**config.mk**
```make
export PLATFORM = sky130hd
export DESIGN_NAME = uart_avalon_if_flat
export DESIGN_NICKNAME = d
export VERILOG_FILES = /design/src/rtl/uart_avalon_if_if.sv /design/src/rtl/uart_avalon_if.sv /design/src/flat_wrapper.sv
export SDC_FILE = /design/constraint.sdc
export NUM_CORES = 1
export LEC_CHECK = 0
export CORE_UTILIZATION = 60
export DETAILED_ROUTE_END_ITERATION = 10
export PLACE_DENSITY = 0.92
export SYNTH_ARGS = -nofsm -noshare
export SYNTH_HDL_FRONTEND = slang
export SYNTH_SLANG_ARGS = --single-unit
```
**constraint.sdc**
```tcl
create_clock -name clk -period 4.9 [get_ports clk]
set_input_delay 0.98 -clock clk [delete_from_list [all_inputs] [get_ports clk]]
set_output_delay 0.98 -clock clk [all_outputs]
set_load 0.02 [all_outputs]
```
**src/rtl/uart_avalon_if_if.sv**
```systemverilog
// Avalon-MM slave bus bundle for the UART register front-end.
// The master modport drives address/strobes/writedata; the slave returns readdata.
interface uart_avalon_if_if;
    logic [1:0]  avs_address;
    logic        avs_read;
    logic        avs_write;
    logic [31:0] avs_writedata;
    logic [31:0] avs_readdata;

    modport master (
        output avs_address,
        output avs_read,
        output avs_write,
        output avs_writedata,
        input  avs_readdata
    );

    modport slave (
        input  avs_address,
        input  avs_read,
        input  avs_write,
        input  avs_writedata,
        output avs_readdata
    );
endinterface

```
**src/rtl/uart_avalon_if.sv**
```systemverilog
// Avalon-MM register front-end for the UART core: TX/RX byte FIFOs, status, divisor, interrupt.
// Optional macro UART_IRQ_EN adds the IER register (address 3) and the registered irq output.
module uart_avalon_if #(
    parameter int unsigned FIFO_DEPTH = 16,
    parameter int unsigned CNT_W      = $clog2(FIFO_DEPTH) + 1,
    parameter logic [15:0] DIV_RESET  = 16'd434
) (
    input  logic                   clk,
    input  logic                   reset_n,
    uart_avalon_if_if.slave        avs,
    output logic                   irq,
    output logic                   tx_valid,
    input  logic                   tx_ready,
    output logic [7:0]             tx_data,
    input  logic                   rx_ready,
    input  logic [7:0]             rx_data,
    output logic [15:0]            clk_div
);

    localparam int unsigned PTR_W = (FIFO_DEPTH > 2) ? $clog2(FIFO_DEPTH) : 1;
    localparam logic [CNT_W-1:0] FULL_CNT = CNT_W'(FIFO_DEPTH);

    localparam logic [1:0] ADDR_DATA   = 2'd0;
    localparam logic [1:0] ADDR_STATUS = 2'd1;
    localparam logic [1:0] ADDR_CTRL   = 2'd2;
    localparam logic [1:0] ADDR_IER    = 2'd3;

    // Bus decode; a read paired with a write is dropped entirely.
    logic        rd_en;
    logic        wr_data, wr_status, wr_ctrl, wr_ier;
    logic        rd_data;
    logic        tx_flush, rx_flush;
    logic [31:0] wdata;

    assign wdata     = avs.avs_writedata;
    assign rd_en     = avs.avs_read && !avs.avs_write;
    assign wr_data   = avs.avs_write && (avs.avs_address == ADDR_DATA);
    assign wr_status = avs.avs_write && (avs.avs_address == ADDR_STATUS);
    assign wr_ctrl   = avs.avs_write && (avs.avs_address == ADDR_CTRL);
    assign wr_ier    = avs.avs_write && (avs.avs_address == ADDR_IER);
    assign rd_data   = rd_en && (avs.avs_address == ADDR_DATA);
    assign tx_flush  = wr_ctrl && wdata[16];
    assign rx_flush  = wr_ctrl && wdata[17];

    logic unused_wdata;
    assign unused_wdata = ^wdata[31:18];

    // TX FIFO
    logic [7:0]       tx_mem [FIFO_DEPTH];
    logic [PTR_W-1:0] tx_wr_q, tx_wr_d, tx_rd_q, tx_rd_d;
    logic [CNT_W-1:0] tx_cnt_q, tx_cnt_d;
    logic             tx_empty, tx_full, tx_pop, tx_push, tx_ovf_set;

    assign tx_empty   = (tx_cnt_q == '0);
    assign tx_full    = (tx_cnt_q == FULL_CNT);
    assign tx_valid   = !tx_empty;
    assign tx_data    = tx_empty ? 8'h00 : tx_mem[tx_rd_q];
    assign tx_pop     = tx_valid && tx_ready;
    // A pop in the same cycle frees the slot, so a push onto a full FIFO still lands.
    assign tx_push    = wr_data && (!tx_full || tx_pop) && !tx_flush;
    assign tx_ovf_set = wr_data && tx_full && !tx_pop && !tx_flush;

    always_comb begin
        tx_wr_d  = tx_wr_q;
        tx_rd_d  = tx_rd_q;
        tx_cnt_d = tx_cnt_q;
        if (tx_flush) begin
            tx_wr_d  = '0;
            tx_rd_d  = '0;
            tx_cnt_d = '0;
        end else begin
            if (tx_push) tx_wr_d = tx_wr_q + PTR_W'(1);
            if (tx_pop)  tx_rd_d = tx_rd_q + PTR_W'(1);
            tx_cnt_d = tx_cnt_q + CNT_W'(tx_push) - CNT_W'(tx_pop);
        end
    end

    always_ff @(posedge clk) begin
        if (tx_push) tx_mem[tx_wr_q] <= wdata[7:0];
    end

    // RX FIFO
    logic [7:0]       rx_mem [FIFO_DEPTH];
    logic [PTR_W-1:0] rx_wr_q, rx_wr_d, rx_rd_q, rx_rd_d;
    logic [CNT_W-1:0] rx_cnt_q, rx_cnt_d;
    logic             rx_empty, rx_full, rx_pop, rx_push, rx_ovr_set;
    logic [7:0]       rx_head;

    assign rx_empty   = (rx_cnt_q == '0);
    assign rx_full    = (rx_cnt_q == FULL_CNT);
    assign rx_head    = rx_mem[rx_rd_q];
    assign rx_pop     = rd_data && !rx_empty && !rx_flush;
    assign rx_push    = rx_ready && (!rx_full || rx_pop) && !rx_flush;
    assign rx_ovr_set = rx_ready && rx_full && !rx_pop && !rx_flush;

    always_comb begin
        rx_wr_d  = rx_wr_q;
        rx_rd_d  = rx_rd_q;
        rx_cnt_d = rx_cnt_q;
        if (rx_flush) begin
            rx_wr_d  = '0;
            rx_rd_d  = '0;
            rx_cnt_d = '0;
        end else begin
            if (rx_push) rx_wr_d = rx_wr_q + PTR_W'(1);
            if (rx_pop)  rx_rd_d = rx_rd_q + PTR_W'(1);
            rx_cnt_d = rx_cnt_q + CNT_W'(rx_push) - CNT_W'(rx_pop);
        end
    end

    always_ff @(posedge clk) begin
        if (rx_push) rx_mem[rx_wr_q] <= rx_data;
    end

    // Sticky error flags; a new event wins over a W1C in the same cycle.
    logic tx_ovf_q, tx_ovf_d, rx_ovr_q, rx_ovr_d;
    assign tx_ovf_d = (tx_ovf_q && !(wr_status && wdata[4])) || tx_ovf_set;
    assign rx_ovr_d = (rx_ovr_q && !(wr_status && wdata[5])) || rx_ovr_set;

    logic [15:0] div_q, div_d;
    assign div_d   = wr_ctrl ? wdata[15:0] : div_q;
    assign clk_div = div_q;

    logic [31:0] ier_rd;
`ifdef UART_IRQ_EN
    logic [2:0] ier_q, ier_d;
    logic       irq_q;
    assign ier_d  = wr_ier ? wdata[2:0] : ier_q;
    assign ier_rd = {29'd0, ier_q};
    assign irq    = irq_q;

    always_ff @(posedge clk or negedge reset_n) begin
        if (!reset_n) begin
            ier_q <= '0;
            irq_q <= 1'b0;
        end else begin
            ier_q <= ier_d;
            irq_q <= |(ier_q & {tx_ovf_q | rx_ovr_q, tx_empty, !rx_empty});
        end
    end
`else
    logic unused_ier;
    assign unused_ier = wr_ier;
    assign ier_rd     = 32'd0;
    assign irq        = 1'b0;
`endif

    logic [31:0] status;
    always_comb begin
        status              = 32'd0;
        status[0]           = tx_empty;
        status[1]           = tx_full;
        status[2]           = !rx_empty;
        status[3]           = rx_full;
        status[4]           = tx_ovf_q;
        status[5]           = rx_ovr_q;
        status[8 +: CNT_W]  = tx_cnt_q;
        status[16 +: CNT_W] = rx_cnt_q;
    end

    // Read data is captured on the sampling edge and held until the next read.
    logic [31:0] rdata_q, rdata_d;
    always_comb begin
        rdata_d = rdata_q;
        if (rd_en) begin
            case (avs.avs_address)
                ADDR_DATA:   rdata_d = rx_pop ? {23'd0, 1'b1, rx_head} : 32'd0;
                ADDR_STATUS: rdata_d = status;
                ADDR_CTRL:   rdata_d = {16'd0, div_q};
                ADDR_IER:    rdata_d = ier_rd;
                default:     rdata_d = 32'd0;
            endcase
        end
    end
    assign avs.avs_readdata = rdata_q;

    always_ff @(posedge clk or negedge reset_n) begin
        if (!reset_n) begin
            tx_wr_q  <= '0;
            tx_rd_q  <= '0;
            tx_cnt_q <= '0;
            rx_wr_q  <= '0;
            rx_rd_q  <= '0;
            rx_cnt_q <= '0;
            tx_ovf_q <= 1'b0;
            rx_ovr_q <= 1'b0;
            div_q    <= DIV_RESET;
            rdata_q  <= 32'd0;
        end else begin
            tx_wr_q  <= tx_wr_d;
            tx_rd_q  <= tx_rd_d;
            tx_cnt_q <= tx_cnt_d;
            rx_wr_q  <= rx_wr_d;
            rx_rd_q  <= rx_rd_d;
            rx_cnt_q <= rx_cnt_d;
            tx_ovf_q <= tx_ovf_d;
            rx_ovr_q <= rx_ovr_d;
            div_q    <= div_d;
            rdata_q  <= rdata_d;
        end
    end

endmodule

```
**src/flat_wrapper.sv**
```systemverilog
// flat-port wrapper written by rule: the top's interface ports become plain ports
module uart_avalon_if_flat 
#(
    parameter int unsigned FIFO_DEPTH = 16,
    parameter int unsigned CNT_W      = $clog2(FIFO_DEPTH) + 1,
    parameter logic [15:0] DIV_RESET  = 16'd434
)
  (clk, reset_n, irq, tx_valid, tx_ready, tx_data, rx_ready, rx_data, clk_div, avs_avs_address, avs_avs_read, avs_avs_write, avs_avs_writedata, avs_avs_readdata);
  uart_avalon_if_if avs_i ();
  input  logic clk;
  input  logic reset_n;
  output logic irq;
  output logic tx_valid;
  input  logic tx_ready;
  output logic [7:0] tx_data;
  input  logic rx_ready;
  input  logic [7:0] rx_data;
  output logic [15:0] clk_div;
  input wire logic [$bits(avs_i.avs_address)-1:0] avs_avs_address;
  input wire logic [$bits(avs_i.avs_read)-1:0] avs_avs_read;
  input wire logic [$bits(avs_i.avs_write)-1:0] avs_avs_write;
  input wire logic [$bits(avs_i.avs_writedata)-1:0] avs_avs_writedata;
  output wire logic [$bits(avs_i.avs_readdata)-1:0] avs_avs_readdata;
  assign avs_i.avs_address = avs_avs_address;
  assign avs_i.avs_read = avs_avs_read;
  assign avs_i.avs_write = avs_avs_write;
  assign avs_i.avs_writedata = avs_avs_writedata;
  assign avs_avs_readdata = avs_i.avs_readdata;
  uart_avalon_if #(.FIFO_DEPTH(FIFO_DEPTH), .CNT_W(CNT_W), .DIV_RESET(DIV_RESET)) u_core (.clk(clk), .reset_n(reset_n), .avs(avs_i), .irq(irq), .tx_valid(tx_valid), .tx_ready(tx_ready), .tx_data(tx_data), .rx_ready(rx_ready), .rx_data(rx_data), .clk_div(clk_div));
endmodule
```
Word-level counts from Yosys, hierarchy flattened. Memories as Yosys holds them, arrays and structs flattened. Index checks and enable logic that the tools add are counted. Widths: inputs -> output; s select.

RAM bits: 256. Output and inout port bits: 58. Word-level logic and storage cells: 88. Input bits: 48. Bits in registers: 76. Memories kept: 2.

Reduce and logical (&&, ||, !) cells: 46. $add $sub $neg: 8. Equality and inequality tests: 5. Muxes and demuxes: 17.

Memories: u_core.rx_mem (words 16, width 8, read ports 1, clocked after Yosys merged registers in 0, wr ports 1, line uart_avalon_if.sv:83) `logic [7:0] rx_mem [FIFO_DEPTH];`; u_core.tx_mem (words 16, width 8, read ports 1, clocked after Yosys merged registers in 0, wr ports 1, line uart_avalon_if.sv:49) `logic [7:0] tx_mem [FIFO_DEPTH];`.

Operator list (number): $pmux 32 s4 (1); $mux 4 (8); $logic_and 1x1->1 (24); $add 4x1->4 const B (4); $logic_not 1->1 (11); $add 5x1->5 (2); $eq 5x5->1 const B (2); $logic_not 5->1 (2); $mux 5 (2); $sub 5x1->5 (2); $mux 9 (1); $mux 8 (1); $reduce_bool 2->1 (4); $eq 2x2->1 const B (2); $logic_or 1x1->1 (4); $mux 1 (4); $eq 2x1->1 const B (1); $logic_not 2->1 (1).

Logic depth before layout (Yosys ltp). Gate-level depths: netlist of run 1.

Depth in word-level cells: 11. Gate-level depth with buffers: 14. Gate-level depth less buffers: 13.

Least setup slack after synthesis of run 1. Ideal clock, no wire load.

Path kind: input to register. Start point: input avs_avs_address[1]. End point: register u_core.rx_cnt_q[4]. Setup slack: 1.499 ns. Arrival time: 3.269 ns. Stages: 12. Path buffers: 1. Library setup time: 0.133 ns. Required time: 4.767 ns. Path through: or4b_1 > nor2_2 > buf_4 > ha_1 > inv_1 > ha_1 > inv_1 > fa_1 > nor2b_1 > o21bai_1 > a21oi_1 > nor3b_1.

Word-level cells in the longest chain between the ends: 11. Elaborated cells between the ends (all ways): 14. Classes of those cells: add/sub: 2; eq/ne: 1; mux: 1; reduce/logical: 10.

RTL lines: start: declaration (line flat_wrapper.sv:19) `input wire logic [$bits(avs_i.avs_address)-1:0] avs_avs_address;`; $eq 2x2->1 (line uart_avalon_if.sv:39) `assign wr_ctrl = avs.avs_write && (avs.avs_address == ADDR_CTRL);`; $logic_and 1x1->1 (line uart_avalon_if.sv:39); $logic_and 1x1->1 (line uart_avalon_if.sv:43) `assign rx_flush = wr_ctrl && wdata[17];`; $logic_not 1->1 (line uart_avalon_if.sv:92, uart_avalon_if.sv:93); $logic_and 1x1->1 (line uart_avalon_if.sv:92) `assign rx_pop = rd_data && !rx_empty && !rx_flush;`; $logic_or 1x1->1 (line uart_avalon_if.sv:93) `assign rx_push = rx_ready && (!rx_full || rx_pop) && !rx_flush;`; $logic_and 1x1->1 (2 in a row) (line uart_avalon_if.sv:93); $add 5x1->5 (line uart_avalon_if.sv:107) `rx_cnt_d = rx_cnt_q + CNT_W'(rx_push) - CNT_W'(rx_pop);`; $sub 5x1->5 (line uart_avalon_if.sv:107); $mux 5 (*) (line uart_avalon_if.sv:100) `if (rx_flush) begin`; net u_core.rx_cnt_d[4] (line uart_avalon_if.sv:85) `logic [CNT_W-1:0] rx_cnt_q, rx_cnt_d;`; end signal: assignment (line uart_avalon_if.sv:195) `rx_cnt_q <= rx_cnt_d;`; end: declaration (line uart_avalon_if.sv:85).

Mark *: on every way through the listed nets, which the timed path passes. The rest lies on a longest branch. A chain may end at the register's enable or synchronous reset.

Final worst setup path of run 1.
Start point: register u_core.tx_rd_q[1]. End point: output tx_data[4].

Word-level cells in the longest chain between the ends: 2.

RTL lines: start: declaration (line uart_avalon_if.sv:50) `logic [PTR_W-1:0] tx_wr_q, tx_wr_d, tx_rd_q, tx_rd_d;`; start signal: assignment (line uart_avalon_if.sv:191) `tx_rd_q <= tx_rd_d;`; $mem_v2 16x8; $mux 8 (line uart_avalon_if.sv:57) `assign tx_data = tx_empty ? 8'h00 : tx_mem[tx_rd_q];`; end: declaration (line flat_wrapper.sv:15) `output logic [7:0] tx_data;`.

Every way passes these cells.

==> results of run 1 <==
## worst max path at each step
stage,end,slack (ns),cells after the start
after global routing,tx_data[2],0.76,5
after floorplan,u_core.rx_cnt_q[4],1.50,12
after detailed placement,u_core.rx_cnt_q[4],0.95,13
after CTS,tx_data[4],0.89,5
final,tx_data[4],0.91,5
after global placement,u_core.rx_cnt_q[4],0.98,13
## sequential cells by signal (all words and copies together), names as in the netlist
signal / flops
u_core.rx_wr_q: 4
u_core.rx_cnt_q: 5
u_core.rx_rd_q: 4
u_core.tx_cnt_q: 5
u_core.avs.avs_readdata: 21
u_core.tx_wr_q: 4
u_core.tx_ovf_q: 1
u_core.rx_mem: 128
u_core.tx_rd_q: 4
u_core.tx_mem: 128
u_core.rx_ovr_q: 1
u_core.clk_div: 16
## synth_stat cells (all sizes together) (4+ instances only)
master,count
and3,7
a221oi,10
clkbuf,14
mux4,52
and2,27
or3,4
ha,22
mux2i,41
edfxtp,256
nor2b,10
a22o,8
o21ai,12
o22ai,9
nor2,31
xnor2,6
dfrtp,60
a32oi,4
xor2,7
mux2,21
nand4,9
dfstp,5
nand3,16
nor3b,4
buf,36
and4,5
inv,29
nand2,25
nor3,4
a21oi,11
a22oi,6
nor4b,4
## layer usage
layer  global-route usage [%]  vias to the layer above  share of wire [%]
li1                         -                     3221                  -
met1                    34.80                     3845                 36
met2                    46.89                      455                 51
met3                    4.551                       92                8.2
met4                    12.28                        0                4.1
met5                        0                        -                  0
## cell type report
class                      count  area [um2]
clock buffer                  40       859.6
sequential                   321        9323
tap                          280       350.3
multi-input combinational    396        3797
clock inverter                17       163.9
fill                        1290        6412
inverter                      29       108.9
timing repair buffer          91       875.8
## cells by family after synthesis
| logic type | share of synthesized area (%) |
|---|---|
| AO/OA/AOI/OAI | 4.295 |
| XOR/XNOR | 0.8460 |
| adder cells (fa/ha/maj) | 2.343 |
| buffers and inverters | 2.845 |
| flip-flops | 69.25 |
| multiplexers | 13.67 |
| other | 0.02786 |
| AND/OR/NAND/NOR | 6.721 |
## critical path: cells and delay by family (launching register included)
family / cells / cell delay (ns)
multiplexers: 2 / 0.58
AO/OA/AOI/OAI: 1 / 0.14
buffers and inverters: 2 / 0.92
flip-flops: 1 / 0.80
## stage by stage
step / setup WS (ns) / total power [mW] / util (%) / instance area, um2 / hold WS, ns
CTS: 0.8907 / 8.201 / 70.71 / 15480 / 0.5203
finish: 0.9133 / 8.195 / 70.71 / 15480 / 0.5197
global route: 0.7574 / 8.486 / 70.71 / 15480 / 0.5344
floorplan: 1.499 / 5.074 / - / 13500 / 0.4671
detailed placement: 0.9451 / 5.824 / 66.03 / 14460 / 0.4749
global placement: 0.9843 / 5.707 / 66.03 / 14460 / 0.4742
## where the power goes
part	switching, mW	internal, mW	leakage, nW
clock	0.988	1.39	0.498
combinational	1.15	1.11	1.82
sequential	0.348	3.21	3.10
==> run summary, run 1 <==
The flow ran to the end, and the final reports show no timing, DRC or antenna violations. The number of max-cap violations came out at 0. The maximum fanout encountered on the critical timing path is 16.

The path depth of the worst reg2reg path is 13. The kind of start point of the critical path is a register. The number of enable flip-flop cells after synthesis is 256. The library cell used most frequently in the layout, excluding fill and tap cells, is edfxtp_1.

The die is 151.8 um wide. In this run the worst hold path is classified as primary input to asynchronous set/reset pin. The layout cell share with drive strength beyond 1 is between 10% and 20%.

The layout net count came out at 942. The count of input and output buffers came out at between 70 and 80. In the synthesized netlist the dominant register cell turns out to be edfxtp_1. In this run the critical register-to-register path is captured at u_core.tx_cnt_q[4]. The cell at the root of the clock tree is clkbuf_16. The count of boundary I/O pins is around 110. The final worst clock skew came out at roughly 0.011 ns. The global router's overall resource usage came out at 27.49%. TritonCTS built the clock tree. Hold repair after CTS inserted 0 buffers. The final global-route overflow total came out at 0. The reg2reg setup slack came out at 1.60 ns. The share of the yosys chip area belonging to registers came out at 69.25%.

The relative area change from synthesis to final layout came out at 15.00%. In the post-synthesis netlist, the biggest area contributors are edfxtp_1 57%, dfrtp_1 11%, mux4_2 7.7%, mux2i_1 3.0%, ha_1 2.0%. The total vias in the final route came out at 7613. Traced cell by cell, the critical path runs through buf_4 -> mux4_2 -> mux2i_1 -> o22ai_1 -> clkdlybuf4s50_1. The buffer count from post-CTS setup fixing came out at 0. The number of standard cells in the layout, taps in and fillers out came out at 1174. The clock drives 321 sinks. The number of synthesized register bits is 321. During synthesis, Yosys emitted a total of 0 warnings.

The type of the worst setup path is register to primary output. The initial standard-cell utilization of the core came out at between 60% and 70%. The number of max-slew violations in the final report is 0.

The cell area after technology mapping is 13460 um2. The quantity of gates resized following cts is 0. The share of flip-flops with an asynchronous set or reset after synthesis came out at 20.25%. A synthesized cell averages between 15 and 20 um2. The top cell type by area accounts for between 50% and 60% of the synthesized area. The largest individual stage delay along the critical path comes from the cell dfrtp_1. The clock insertion delay at the later pin of the skew report came out at 0.55 ns.

The arrival time of the worst setup path came out at 3.01 ns. The count of antenna diodes in the layout is 0. The worst setup path is captured at a primary output. Entering global routing, the biggest net connects 36 pins. The setup TNS came out at 0 ns. The worst path needs 3.987 ns of the cycle, external delays included.

Setup violations remaining at the end of the flow were counted as 0. For the worst setup path, the data required time is 3.92 ns. After detailed routing, the total wire length is 30490 um. The count of antenna-violating nets left after detailed routing is 0. The initial detailed-routing violation count came out at 745. The floorplan step defined a die boundary enclosing 23030 um2. Counting along the longest clock path gives a buffer depth of 3. The worst register-to-register path begins at u_core.tx_cnt_q[2]. The number of distinct standard cells referenced by the synthesized netlist is 57. The routability-driven placement congestion ratio is 0.8324. In the layout the commonest cells are 256 x edfxtp_1, 78 x clkdlybuf4s50_1, 58 x dfrtp_1. The standard-cell row count is 54.

The final clock period utilization by the worst path is roughly four fifths. For this run, the detailed router's first-pass iteration total came to 5. The average routed wire per standard cell came out at ~26 um.

The number of placed instances, taps included, is 1117. Counting every instance in the synthesized netlist gives roughly 800. The count of final hold-check violations is 0. After clock tree synthesis, the clock-pin slew on the worst setup and hold paths is 0.06 ns. The slew of the pin with the lowest slew margin came out at 1.253 ns. The timing-limited maximum frequency came out at about 250 MHz. The number of antenna violations at the first check in global routing is 0. Power spread over the standard cell area amounts to approximately 530 nW/um2. The maximum resistive drop on vdd came out at 454.2 uV.

The core region area came out at 21890 um2. The worst setup path startpoint is u_core.tx_rd_q[1]. The chip height is 151.8 um. Setup repair after global routing left no endpoint under its margin. The synthesized design spends more area on one cell type than any other, namely edfxtp_1. The remaining routing DRC violations came out at 0. The average via count per standard cell is 6.485. The first global-routing pass estimated about 45000 um of wire.

The biggest cell delay along the critical path came out at 0.80 ns. The H-tree level count is 1. The worst slew margin relative to its limit came out at between 10% and 20%. The post-DP HPWL came out at 19620 um.

The number of buffers created by CTS is 31. The via count of the first global-routing pass is 7771. The static leakage power came out at between 5 and 6 nW.
Power figures use the tool's default switching activity.
==> inputs of run 2 (changes only) <==
CORE_UTILIZATION = 53   (was 60)
PLACE_DENSITY = 0.86   (was 0.92)
clock period = 3.5 ns   (was 4.9 ns; I/O delays follow)
==> run summary, run 2 (synthesized netlist as in run 1, its figures left out) <==
The placement-stage cell area is 14640 um2 (+1.3%). The chip height came out at 161.4 um (+6.3%). The clock insertion delay at the later pin of the skew report is 0.56 ns (about the same). The core region area came out at 24600 um2 (+12%). The average via count per standard cell came out at 6.060 (-6.6%). The via count of the first global-routing pass came to 7599 (-2.2%).

The arrival time of the worst setup path was 2.59 ns (-0.42 ns). The routability-driven placement congestion ratio came to 0.8742 (+5.0%). The worst setup path is launched from a register. The tightest min-delay check is of the primary input to asynchronous set/reset pin type. The final core area utilization came out at 64.06% (-6.6 points). The timing-limited maximum frequency is 303.7 MHz.

The type of destination of the critical path is a primary output. The biggest cell delay along the critical path was 0.47 ns (-0.33 ns). The global router's overall resource usage is 22.61% (-4.9 points).

The count of boundary I/O pins is 106 (unchanged). The slowest stage of the critical path is the or4b_1 cell. The maximum resistive drop on vdd came to 510.3 uV (+12%). The standard-cell row count was 57 (+5.6%). Setup repair after global routing left no endpoint under its margin. The total design power is 11.67 mW (+42%). The count of final hold-check violations is 0 (unchanged). The count of antenna-violating nets left after detailed routing is 0 (unchanged). The first-pass GRT wire length came to 43990 um (-3.2%).

The final global-route overflow total is 0 (unchanged). The cell at the root of the clock tree is clkbuf_16. The required time at the worst-slack endpoint came to 2.80 ns (-1.12 ns). Leaving out fill and tap cells, the most frequent cell in the layout is edfxtp_1. Tracing the worst setup path back leads to its startpoint at u_core.tx_cnt_q[3]. The reg2reg setup slack was 0.39 ns (-1.21 ns). The initial detailed-routing violation count came out at 728 (-2.3%).

The total setup violations reported at the end of the flow came to 0 (unchanged). The CTS tree is done. In this run the critical register-to-register path is captured at u_core.tx_cnt_q[4]. The setup TNS was 0 ns (unchanged). The type of the worst setup path is register to primary output. The relative area change from synthesis to final layout came out at 17.11%.

The clock slew at the register clock pins of the worst setup and hold paths came out at 0.06 ns (about the same). The final worst clock skew is 0.02387 ns (+0.01251 ns). The layout cell share with drive strength beyond 1 is 17.89% (+1.6 points). The power density over cell area came out at 740.2 nW/um2 (+40%). The post-DP HPWL came out at 18960 um (-3.4%). The path depth of the worst reg2reg path is 13 (unchanged). In the layout the commonest cells are 256 x edfxtp_1, 70 x clkdlybuf4s50_1, 58 x dfrtp_1. The die footprint came out at 26040 um2 (+13%). The maximum fanout encountered on the critical timing path came out at 8 (-8). The number of buffers created by CTS is 31 (unchanged).

The buffer count from post-CTS setup fixing was 0 (unchanged). The static leakage power is 5.613 nW (+3.7%). The number of hold buffers added after cts came out at 0 (unchanged). The total vias in the final route came out at 7484 (-1.7%). The flow ran to the end, and the final reports show no timing, DRC or antenna violations. The slew of the pin with the lowest slew margin came out at 0.8559 ns (-0.3974 ns). The horizontal die dimension is 161.4 um (+6.3%). The total wire length after detailed routing is 29220 um (-4.2%). The largest net degree at the start of global routing is 66 (+83%). The H-tree level count is 1 (unchanged). The remaining routing DRC violations is 0 (unchanged).

The average routed wire per standard cell is 23.66 um (-8.9%). The clock period minus final worst setup slack came out at between 3 and 4 ns. The number of max-slew violations in the final report came out at 0 (unchanged). The count of input and output buffers is 79 (unchanged).

The area used by multi-input combinational logic came out at 3802 um2 (+0.13%). The number of antenna violations at the first check in global routing is 0 (unchanged). The worst slew margin relative to its limit was 42.94% (+26 points).

The initial standard-cell utilization of the core came out at 54.70% (-6.8 points). The last element of the critical path is tx_data[6]. The sequential cell area in the final layout came out at 9323 um2 (unchanged).

The number of iterations in the first detailed-routing pass came out at 5 (unchanged). The layout net count came to 958 (+1.7%). Walking the worst path, the cells encountered are inv_1 -> ha_1 -> or4b_1 -> buf_4 -> nand2_2 -> o22ai_1 -> dlygate4sd2_1. The count of fill cells added during filler insertion is 1635 (+27%). The maximum buffer depth of the clock tree is 3 (unchanged). The number of standard cells in the layout, taps in and fillers out is 1235 (+5.2%). The count of antenna diodes in the layout is 0 (unchanged). The number of max-cap violations is 0 (unchanged). The final clock period utilization by the worst path is a little over nine tenths. The cell total after placement is 1177 (+5.4%). The cell area after layout came out at 15760 um2 (+1.8%). The number of clock sinks came to 321 (unchanged). The worst register-to-register path begins at u_core.tx_cnt_q[3].
-- run 2: routing by layer --
metal  vias up  track usage, %  part of all wire (%)
met2       343           39.28                    51
met3        80           3.518                   6.3
met4         0           8.362                   3.8
met1      3808           28.86                    38
met5         -               0                     0
li1       3253               -                     -
-- run 2: repair_timing --
item / 4_1_cts / 5_1_grt
endpoints found under the setup margin: 8 / 7
gates resized for setup: 3 / 7
endpoints found under the hold margin: 0 / 0
-- run 2: how the worst min path moves through the flow --
stage / startpoint / endpoint / slack [ns] / cells after the start
after CTS: reset_n / u_core.avs.avs_readdata[16] / 0.36 / 2
final: reset_n / u_core.avs.avs_readdata[16] / 0.33 / 2
after detailed placement: u_core.avs.avs_readdata[8] / u_core.avs.avs_readdata[8] / 0.49 / 2
after global routing: reset_n / u_core.avs.avs_readdata[16] / 0.42 / 2
after global placement: u_core.avs.avs_readdata[8] / u_core.avs.avs_readdata[8] / 0.47 / 2
after floorplan: reset_n / u_core.avs.avs_readdata[0] / 0.40 / 0
-- run 2: report_power, final --
group / leakage (nW) / internal, mW / switching, mW / total, mW
Combinational: 1.98 / 1.56 / 1.72 / 3.27
Clock: 0.536 / 2.16 / 1.37 / 3.53
Sequential: 3.10 / 4.50 / 0.363 / 4.87
Total: 5.61 / 8.22 / 3.45 / 11.7
-- run 2: final cells by class --
class                           instances  share of cell area [%]
Inverter                               29                  0.6906
Multi-Input combinational cell        396                   24.12
Clock inverter                         15                   1.508
Timing Repair Buffer                  107                   6.501
Clock buffer                           43                   5.461
Tap cell                              324                   2.572
Sequential cell                       321                   59.14
-- run 2: critical path, delay by kind of cell, from the launching register on --
| family | cells | cell delay, ns |
|---|---|---|
| buffers and inverters | 3 | 0.65 |
| flip-flops | 1 | 0.42 |
| AND/OR/NAND/NOR | 2 | 0.64 |
| AO/OA/AOI/OAI | 1 | 0.16 |
| adder cells (fa/ha/maj) | 1 | 0.16 |
-- run 2: stage by stage --
step | hold slack, ns | setup WS [ns]
after floorplan | 0.4044 | 0.3786
after global placement | 0.4688 | 0.09791
after detailed placement | 0.4894 | 0.07041
after CTS | 0.3573 | 0.004805
after global routing | 0.4205 | 0.1181
final | 0.3330 | 0.2075
